`src/rtl/btn_debouncer_bank_pkg.sv`:
```
`default_nettype none
// ============================================================================
// Module : btn_debouncer_bank_pkg
// Brief  : Shared defaults, per-channel status type and counter-width helper.
// Rev    : 1.0 - initial release
// ============================================================================
package btn_debouncer_bank_pkg;

  localparam int unsigned C_DEF_CHANNELS         = 4;
  localparam int unsigned C_DEF_TICK_DIV         = 100000;
  localparam int unsigned C_DEF_STABLE_COUNT     = 8;
  localparam int unsigned C_DEF_LONG_PRESS_TICKS = 1000;

  typedef struct packed {
    logic level;
    logic rise;
    logic fall;
    logic long_press;
  } ch_out_t;

  // Bits needed to hold values 0..n-1, never less than one bit.
  function automatic int unsigned cnt_width(input int unsigned n);
    return (n < 2) ? 1 : $clog2(n);
  endfunction

endpackage
`default_nettype wire

```
`src/rtl/btn_debouncer_bank_if.sv`:
```
`default_nettype none
// ============================================================================
// Module : btn_debouncer_bank_if
// Brief  : Raw pin inputs and conditioned per-channel outputs of the bank.
// Rev    : 1.0 - initial release
// ============================================================================
interface btn_debouncer_bank_if #(
  parameter int unsigned CHANNELS = 4
);

  logic [CHANNELS-1:0] btn_in;
  logic [CHANNELS-1:0] level_out;
  logic [CHANNELS-1:0] rise_pulse;
  logic [CHANNELS-1:0] fall_pulse;
  logic [CHANNELS-1:0] long_press;

  modport master (
    output btn_in,
    input  level_out,
    input  rise_pulse,
    input  fall_pulse,
    input  long_press
  );

  modport slave (
    input  btn_in,
    output level_out,
    output rise_pulse,
    output fall_pulse,
    output long_press
  );

endinterface
`default_nettype wire

```
`src/rtl/btn_debouncer_bank_debounce_channel.sv`:
```
`default_nettype none
// ============================================================================
// Module : debounce_channel
// Brief  : One channel: synchroniser, tick-based stability filter, edge pulses
//          and optional long-press detector.
// Rev    : 1.0 - initial release
// ============================================================================
module debounce_channel
  import btn_debouncer_bank_pkg::*;
#(
  parameter int unsigned STABLE_COUNT     = C_DEF_STABLE_COUNT,
  parameter int unsigned LONG_PRESS_TICKS = C_DEF_LONG_PRESS_TICKS,
  parameter logic        INVERT           = 1'b0
) (
  input  wire logic    clk,
  input  wire logic    rst,
  input  wire logic    i_tick,
  input  wire logic    i_pin,
  output ch_out_t      o_status
);

  localparam int unsigned      C_SW   = cnt_width(STABLE_COUNT + 1);
  localparam logic [C_SW-1:0]  C_LAST = C_SW'(STABLE_COUNT - 1);

  logic            r_sync1;
  logic            r_sync2;
  logic [C_SW-1:0] r_cnt;
  logic            r_level;
  logic            r_rise;
  logic            r_fall;
  logic            w_sample;
  logic            w_long;

  // Flops reset to INVERT so the corrected sample starts at 0.
  assign w_sample = r_sync2 ^ INVERT;

  always_ff @(posedge clk or posedge rst) begin
    if (rst) begin
      r_sync1 <= INVERT;
      r_sync2 <= INVERT;
      r_cnt   <= '0;
      r_level <= 1'b0;
      r_rise  <= 1'b0;
      r_fall  <= 1'b0;
    end else begin
      r_sync1 <= i_pin;
      r_sync2 <= r_sync1;
      r_rise  <= 1'b0;
      r_fall  <= 1'b0;
      if (i_tick) begin
        if (w_sample == r_level) begin
          r_cnt <= '0;
        end else if (r_cnt == C_LAST) begin
          r_level <= ~r_level;
          r_cnt   <= '0;
          r_rise  <= ~r_level;
          r_fall  <= r_level;
        end else begin
          r_cnt <= r_cnt + 1'b1;
        end
      end
    end
  end

  generate
    if (LONG_PRESS_TICKS > 0) begin : g_long
      localparam int unsigned     C_HW   = cnt_width(LONG_PRESS_TICKS + 1);
      localparam logic [C_HW-1:0] C_HMAX = C_HW'(LONG_PRESS_TICKS);

      logic [C_HW-1:0] r_hold;
      logic            r_long;

      // Saturation at C_HMAX is what suppresses repeats while held.
      always_ff @(posedge clk or posedge rst) begin
        if (rst) begin
          r_hold <= '0;
          r_long <= 1'b0;
        end else begin
          r_long <= 1'b0;
          if (!r_level) begin
            r_hold <= '0;
          end else if (i_tick && (r_hold != C_HMAX)) begin
            r_hold <= r_hold + 1'b1;
            r_long <= (r_hold == (C_HMAX - 1'b1));
          end
        end
      end

      assign w_long = r_long;
    end else begin : g_no_long
      assign w_long = 1'b0;
    end
  endgenerate

  assign o_status.level      = r_level;
  assign o_status.rise       = r_rise;
  assign o_status.fall       = r_fall;
  assign o_status.long_press = w_long;

endmodule
`default_nettype wire

```
`src/rtl/btn_debouncer_bank.sv`:
```
`default_nettype none
// ============================================================================
// Module : btn_debouncer_bank
// Brief  : Bank of independent debounce channels sharing one sample prescaler.
// Rev    : 1.0 - initial release
// ============================================================================
module btn_debouncer_bank
  import btn_debouncer_bank_pkg::*;
#(
  parameter int unsigned         CHANNELS         = C_DEF_CHANNELS,
  parameter int unsigned         TICK_DIV         = C_DEF_TICK_DIV,
  parameter int unsigned         STABLE_COUNT     = C_DEF_STABLE_COUNT,
  parameter int unsigned         LONG_PRESS_TICKS = C_DEF_LONG_PRESS_TICKS,
  parameter logic [CHANNELS-1:0] INVERT           = '0
) (
  input  wire logic             clk,
  input  wire logic             rst,
  btn_debouncer_bank_if.slave   bus
);

  localparam int unsigned     C_PW    = cnt_width(TICK_DIV);
  localparam logic [C_PW-1:0] C_PLAST = C_PW'(TICK_DIV - 1);

  logic [C_PW-1:0] r_presc;
  logic            w_tick;
  ch_out_t         w_status [CHANNELS];

  assign w_tick = (r_presc == C_PLAST);

  always_ff @(posedge clk or posedge rst) begin
    if (rst) begin
      r_presc <= '0;
    end else if (w_tick) begin
      r_presc <= '0;
    end else begin
      r_presc <= r_presc + 1'b1;
    end
  end

  generate
    for (genvar gi = 0; gi < int'(CHANNELS); gi++) begin : g_ch
      debounce_channel #(
        .STABLE_COUNT     (STABLE_COUNT),
        .LONG_PRESS_TICKS (LONG_PRESS_TICKS),
        .INVERT           (INVERT[gi])
      ) u_ch (
        .clk      (clk),
        .rst      (rst),
        .i_tick   (w_tick),
        .i_pin    (bus.btn_in[gi]),
        .o_status (w_status[gi])
      );
    end
  endgenerate

  always_comb begin
    bus.level_out  = '0;
    bus.rise_pulse = '0;
    bus.fall_pulse = '0;
    bus.long_press = '0;
    for (int i = 0; i < int'(CHANNELS); i++) begin
      bus.level_out[i]  = w_status[i].level;
      bus.rise_pulse[i] = w_status[i].rise;
      bus.fall_pulse[i] = w_status[i].fall;
      bus.long_press[i] = w_status[i].long_press;
    end
  end

endmodule
`default_nettype wire

```
`src/flat_wrapper.sv`:
```
// flat-port wrapper written by rule: the top's interface ports become plain ports
module btn_debouncer_bank_flat import btn_debouncer_bank_pkg::*;
#(
  parameter int unsigned         CHANNELS         = C_DEF_CHANNELS,
  parameter int unsigned         TICK_DIV         = C_DEF_TICK_DIV,
  parameter int unsigned         STABLE_COUNT     = C_DEF_STABLE_COUNT,
  parameter int unsigned         LONG_PRESS_TICKS = C_DEF_LONG_PRESS_TICKS,
  parameter logic [CHANNELS-1:0] INVERT           = '0
)
  (clk, rst, bus_btn_in, bus_level_out, bus_rise_pulse, bus_fall_pulse, bus_long_press);
  btn_debouncer_bank_if #(.CHANNELS(CHANNELS)) bus_i ();
  input  wire logic clk;
  input  wire logic rst;
  input wire logic [$bits(bus_i.btn_in)-1:0] bus_btn_in;
  output wire logic [$bits(bus_i.level_out)-1:0] bus_level_out;
  output wire logic [$bits(bus_i.rise_pulse)-1:0] bus_rise_pulse;
  output wire logic [$bits(bus_i.fall_pulse)-1:0] bus_fall_pulse;
  output wire logic [$bits(bus_i.long_press)-1:0] bus_long_press;
  assign bus_i.btn_in = bus_btn_in;
  assign bus_level_out = bus_i.level_out;
  assign bus_rise_pulse = bus_i.rise_pulse;
  assign bus_fall_pulse = bus_i.fall_pulse;
  assign bus_long_press = bus_i.long_press;
  btn_debouncer_bank #(.CHANNELS(CHANNELS), .TICK_DIV(TICK_DIV), .STABLE_COUNT(STABLE_COUNT), .LONG_PRESS_TICKS(LONG_PRESS_TICKS), .INVERT(INVERT)) u_core (.clk(clk), .rst(rst), .bus(bus_i));
endmodule
```
`config.mk`:
```
export PLATFORM = sky130hd
export DESIGN_NAME = btn_debouncer_bank_flat
export DESIGN_NICKNAME = d
export VERILOG_FILES = /design/src/rtl/btn_debouncer_bank_pkg.sv /design/src/rtl/btn_debouncer_bank_if.sv /design/src/rtl/btn_debouncer_bank_debounce_channel.sv /design/src/rtl/btn_debouncer_bank.sv /design/src/flat_wrapper.sv
export SDC_FILE = /design/constraint.sdc
export NUM_CORES = 1
export LEC_CHECK = 0
export CORE_MARGIN = 3
export CORE_UTILIZATION = 35
export DETAILED_ROUTE_END_ITERATION = 10
export GPL_TIMING_DRIVEN = 0
export PLACE_DENSITY = 0.57
export SLEW_MARGIN = 10
export SYNTH_ARGS = -nofsm -noshare
export SYNTH_HDL_FRONTEND = slang
export SYNTH_SLANG_ARGS = --single-unit
```
`constraint.sdc`:
```
create_clock -name clk -period 3.4 [get_ports clk]
set_input_delay 1.02 -clock clk [delete_from_list [all_inputs] [get_ports clk]]
set_output_delay 1.02 -clock clk [all_outputs]
set_load 0.02 [all_outputs]
```
* After elaboration in Yosys (flattened, before gate mapping) *
Cells that the tools add are included.

word-level totals
  register bits = 97
  output and inout port bits = 16

cells by class
  add/subtract/negate cells = 9
  equal/unequal tests = 21
  muxes and demuxes = 49
  bitwise operators = 8
  reduce and logical (&&, ||, !) cells = 8

operators by type and width
  operator                                                                  number
  10-bit 2-to-1 mux                                                         8
  10-bit by 1-bit adder with 10-bit output (second input constant)          4
  10-bit equality test (second input constant)                              4
  10-bit inequality test (second input constant)                            4
  1-bit 2-to-1 mux                                                          32
  4-bit 2-to-1 mux                                                          8
  17-bit by 1-bit adder with 17-bit output (second input constant)          1
  17-bit equality test (second input constant)                              1
  17-bit 2-to-1 mux                                                         1
  4-bit by 1-bit adder with 4-bit output (second input constant)            4
  4-bit by 3-bit equality test with 1-bit output (second input constant)    4
  3-bit AND reduction                                                       4
  2-bit by 1-bit inequality test with 1-bit output (second input constant)  4
  1-bit NOT                                                                 8
  1-bit equality test                                                       4
  1-bit logical AND                                                         4

* Depth between registers and ports, before layout *
  depth after elaboration = 4
  mapped depth = 7
  gate-level depth less buffers = 6

* Hierarchy *
From an unflattened synthesis, not the netlist that was laid out.

second synthesis, totals
  cells, all modules = 483
  area total of the unflattened synthesis = 5185.0 µm²

by module, submodules not included
  module              instances  cells each  area an instance (µm²)  sequential area each (µm²)
  debounce_channel    4          102         1089.8                  500.5
  btn_debouncer_bank  1          75          825.8                   425.4

* Worst setup path after synthesis *
No wires, ideal clock.

  kind = register -> register
  start = register u_core.r_presc[0]
  end = register u_core.g_ch[1].u_ch.g_long.r_hold[5]
  setup time = 80 ps
  arrival time = 1745 ps
  slack = 1575 ps
  cell stages (with the launch flop) = 7
  buffers on the path = 1
  cell sequence = dfrtp_1 ha_1 and4_2 nand4_2 buf_2 or4_1 a21oi_1

on the way
  word-level cells in the longest chain between the ends = 3

ends and longest elaborated chain
  element                                                     line                                       text
  from (decl)                                                 btn_debouncer_bank.sv:24                   logic [C_PW-1:0] r_presc;
  from (signal assigned)                                      btn_debouncer_bank.sv:36                   r_presc <= r_presc + 1'b1;
  17-bit equality test                                        btn_debouncer_bank.sv:28                   assign w_tick = (r_presc == C_PLAST);
  1-bit logical AND                                           btn_debouncer_bank_debounce_channel.sv:82  end else if (i_tick && (r_hold != C_HMAX)) begin
  2-bit by 1-bit inequality test with 1-bit output (no line)  --
  to (signal assigned)                                        btn_debouncer_bank_debounce_channel.sv:83  r_hold <= r_hold + 1'b1;
  to (decl)                                                   btn_debouncer_bank_debounce_channel.sv:70  logic [C_HW-1:0] r_hold;

No other way between the ends.
A chain may end at the register's enable or synchronous reset.

* Final worst setup path *
  start = register u_core.g_ch[2].u_ch.r_level
  end = output bus_level_out[2]

RTL lines
  element                 line                                       text
  from (decl)             btn_debouncer_bank_debounce_channel.sv:28  logic r_level;
  from (signal assigned)  btn_debouncer_bank_debounce_channel.sv:54  r_level <= ~r_level;
  to (decl)               flat_wrapper.sv:15                         output wire logic [$bits(bus_i.level_out)-1:0] bus_level_out;

No word-level cell between the ends.

==> results.ini <==
[status]
status=finished, final reports clean

[clocking]
cts.repair.resized=0
insertion_delay_ns=0.34
hold_buffers=0
cts_tree=built
cts_sinks=97
cts_root_buf=clkbuf_16
cts_max_level=3
post_cts_buffers=0
cts_buffers=9
clkTransAtPathRegs_ns=0.07
clockBufferDepth=2

[grt]
grt_pass1_vias=3810
grt_util_all_layers_pct=14.2
overflow=0
grt_first_pass_wirelength_um=18300
grt_start_max_net_pins=37
antenna_found_initial=0

[run]
drv_cap=0

[synth]
ys_seq_area_share_pct=49.2
synth.avg_cell_area_um2=9.90
synth.cell_area_um2=4930
synth_top_area_cell=dfrtp_1
ys_top_cells_by_area=dfrtp_1 49%, or4_1 4.0%, nand2_1 3.7%, a21oi_1 3.6%, ha_1 3.3%
synth.net_count=517
synth_warnings=0
async_flop_share_pct=100
synth-seq-cells=97
synth_edf_count=0
synth_cells=498
synth_flop_cell=dfrtp_1
synth.distinct_cells=51
synth_top_area_share_pct=49.2

[route]
postRouteWirelength_um=10700
drt-pass1-iter-count=5
drc=0
viasPerCell=5.41
num_vias=3861
ant_nets=0
wire_per_inst_um=14.9
drtIter0Drc=271

[layout]
fin_util_pct=42.4
fin_cells=714
drive_gt1_share_pct=10.6
final_nets=552
fillers=1281
num_antenna_cells=0
syn_to_final_growth_pct=16.2

[die]
pin_count=22
die_h_um=125
rows=42
dieArea_um2=15600
core_um2=13500
fp.dieW_um=125
initial_core_util_pct=36.5

[placement]
routabilityCongestion=0.829
preCtsSetupSlack_ns=1.09
io_buffers=21
dpl.cell_count=698
place_hpwl_um=7350

[sta]
period_share_pct=77.7
max_freq_mhz=378
worst_slew_pin_slew_ns=0.673
final_max_slew_viol_count=0
final-hold-violation-count=0
finalSetupTns_ns=0
rsz0062_at_grt=no
period_needed_ns=2.64
relSlewSlack_pct=55.1
setup_violations=0
clock_skew_ns=0.00575
setup_ws_ns=0.757

[critical_path]
cp_cell_sequence=buf_4, clkdlybuf4s50_1
cp_data_arrival_time_ns=1.62
cp_max_fo=8
cpMaxStageDelayCell=clkdlybuf4s50_1
crit_required_ns=2.38
critPathMaxStageDelay_ns=0.59
crit_type=reg2out
cp-end-kind=primary output
setup.worst_path.start_class=flip-flop

[power]
peakVddDrop_uv=184
power_density_nw_per_um2=389
total_leakage_power_nw=2.30

[hold_path]
min_path_type=reg2reg

## logic make-up (layout without fill, tap and decap cells)
group                    count (synthesis)  in the layout  synth area share (%)
AND/OR/NAND/NOR                        206            206                  24.6
flip-flops                              97             97                  49.2
AO/OA/AOI/OAI                           92             92                  11.2
buffers and inverters                   59             99                  5.89
XOR/XNOR                                20             20                  3.55
adder cells (fa/ha/maj)                 13             13                  3.30
multiplexers                            11             11                  2.33
## cell usage after synthesis (3+ instances only)
library cell / number
mux2i_1: 7
o31ai_1: 18
nand4b_1: 4
nand3_1: 27
o41ai_1: 3
nand2_1: 48
nor2_1: 15
o21ai_0: 25
or3_1: 8
nor3b_1: 4
clkbuf_1: 11
nand2b_1: 10
and2_1: 3
nand4_1: 16
buf_4: 16
buf_2: 7
ha_1: 13
a21oi_1: 35
nor3_1: 13
xor2_1: 9
nor4_1: 8
or4_1: 26
dfrtp_1: 97
nand3b_1: 3
inv_1: 23
xnor2_1: 11
and3_1: 4
## cell type report
cell class	instances	area, µm²	area share (%)
buffer	35	200	3.49
tap	176	220	3.84
timing repair buffer	24	278	4.85
clock buffer	10	239	4.17
sequential	97	2430	42.4
multi-input combinational	342	2210	38.6
clock inverter	6	57.6	1.00
inverter	24	93.8	1.64
## final timing paths
check | from | end | slack (ns) | depth (start not counted)
worst max-delay path | u_core.g_ch[2].u_ch.r_level | bus_level_out[2] | 0.76 | 2
worst min-delay path | u_core.g_ch[3].u_ch.r_sync1 | u_core.g_ch[3].u_ch.r_sync2 | 0.36 | 0
worst max register to register | u_core.r_presc[0] | u_core.g_ch[1].u_ch.g_long.r_hold[7] | 1.08 | 6
worst min register to register | u_core.g_ch[3].u_ch.r_sync1 | u_core.g_ch[3].u_ch.r_sync2 | 0.36 | 0
max in group asynchronous | rst | u_core.g_ch[3].u_ch.g_long.r_hold[8] | 1.63 | 4
min in group asynchronous | rst | u_core.r_presc[2] | 1.03 | 2
## critical path: cells and delay by family (launching register included)
| kind | cells | cell delay (ns) |
|---|---|---|
| DFF | 1 | 0.52 |
| buffers and inverters | 2 | 0.76 |
## metrics by stage
step / area, µm² / power, mW / hold slack [ns]
floorplan: 4940 / 1.21 / 0.331
global placement: 5370 / 1.22 / 0.335
detailed placement: 5430 / 1.23 / 0.340
CTS: 5730 / 2.26 / 0.356
global route: 5730 / 2.30 / 0.365
finish: 5730 / 2.23 / 0.355
## cell usage in the layout, fill, tap and decap left out, types with 15 or more instances in the layout
master	instances
dfrtp_1	97
nand2_1	48
a21oi_1	35
nand3_1	27
or4_1	26
o21ai_0	25
inv_1	22
clkdlybuf4s50_1	21
o31ai_1	18
nand4_1	16
buf_4	16
nor2_1	15
## power breakdown
part | internal, mW | switching (mW)
sequential | 1.16 | 0.00437
combinational | 0.0170 | 0.0288
clock | 0.585 | 0.433
total | 1.76 | 0.467
## flip-flops by register name, summed over array words and instances (netlist names)
| register | cells |
|---|---|
| u_core.g_ch.u_ch.g_long.r_long | 4 |
| u_core.r_presc | 17 |
| u_core.g_ch.u_ch.r_level | 4 |
| u_core.g_ch.u_ch.r_sync2 | 4 |
| u_core.g_ch.u_ch.r_fall | 4 |
| u_core.g_ch.u_ch.r_sync1 | 4 |
| u_core.g_ch.u_ch.r_cnt | 16 |
| u_core.g_ch.u_ch.g_long.r_hold | 40 |
| u_core.g_ch.u_ch.r_rise | 4 |
## layer usage
metal,vias up,wire length (µm),global-route usage (%)
met1,1916,4950,18.1
li1,1877,-,-
met5,-,0,0
met2,51,5120,23.5
met4,0,242,6.51
met3,17,336,2.23
Note: power is estimated with default switching activity, not from simulation.
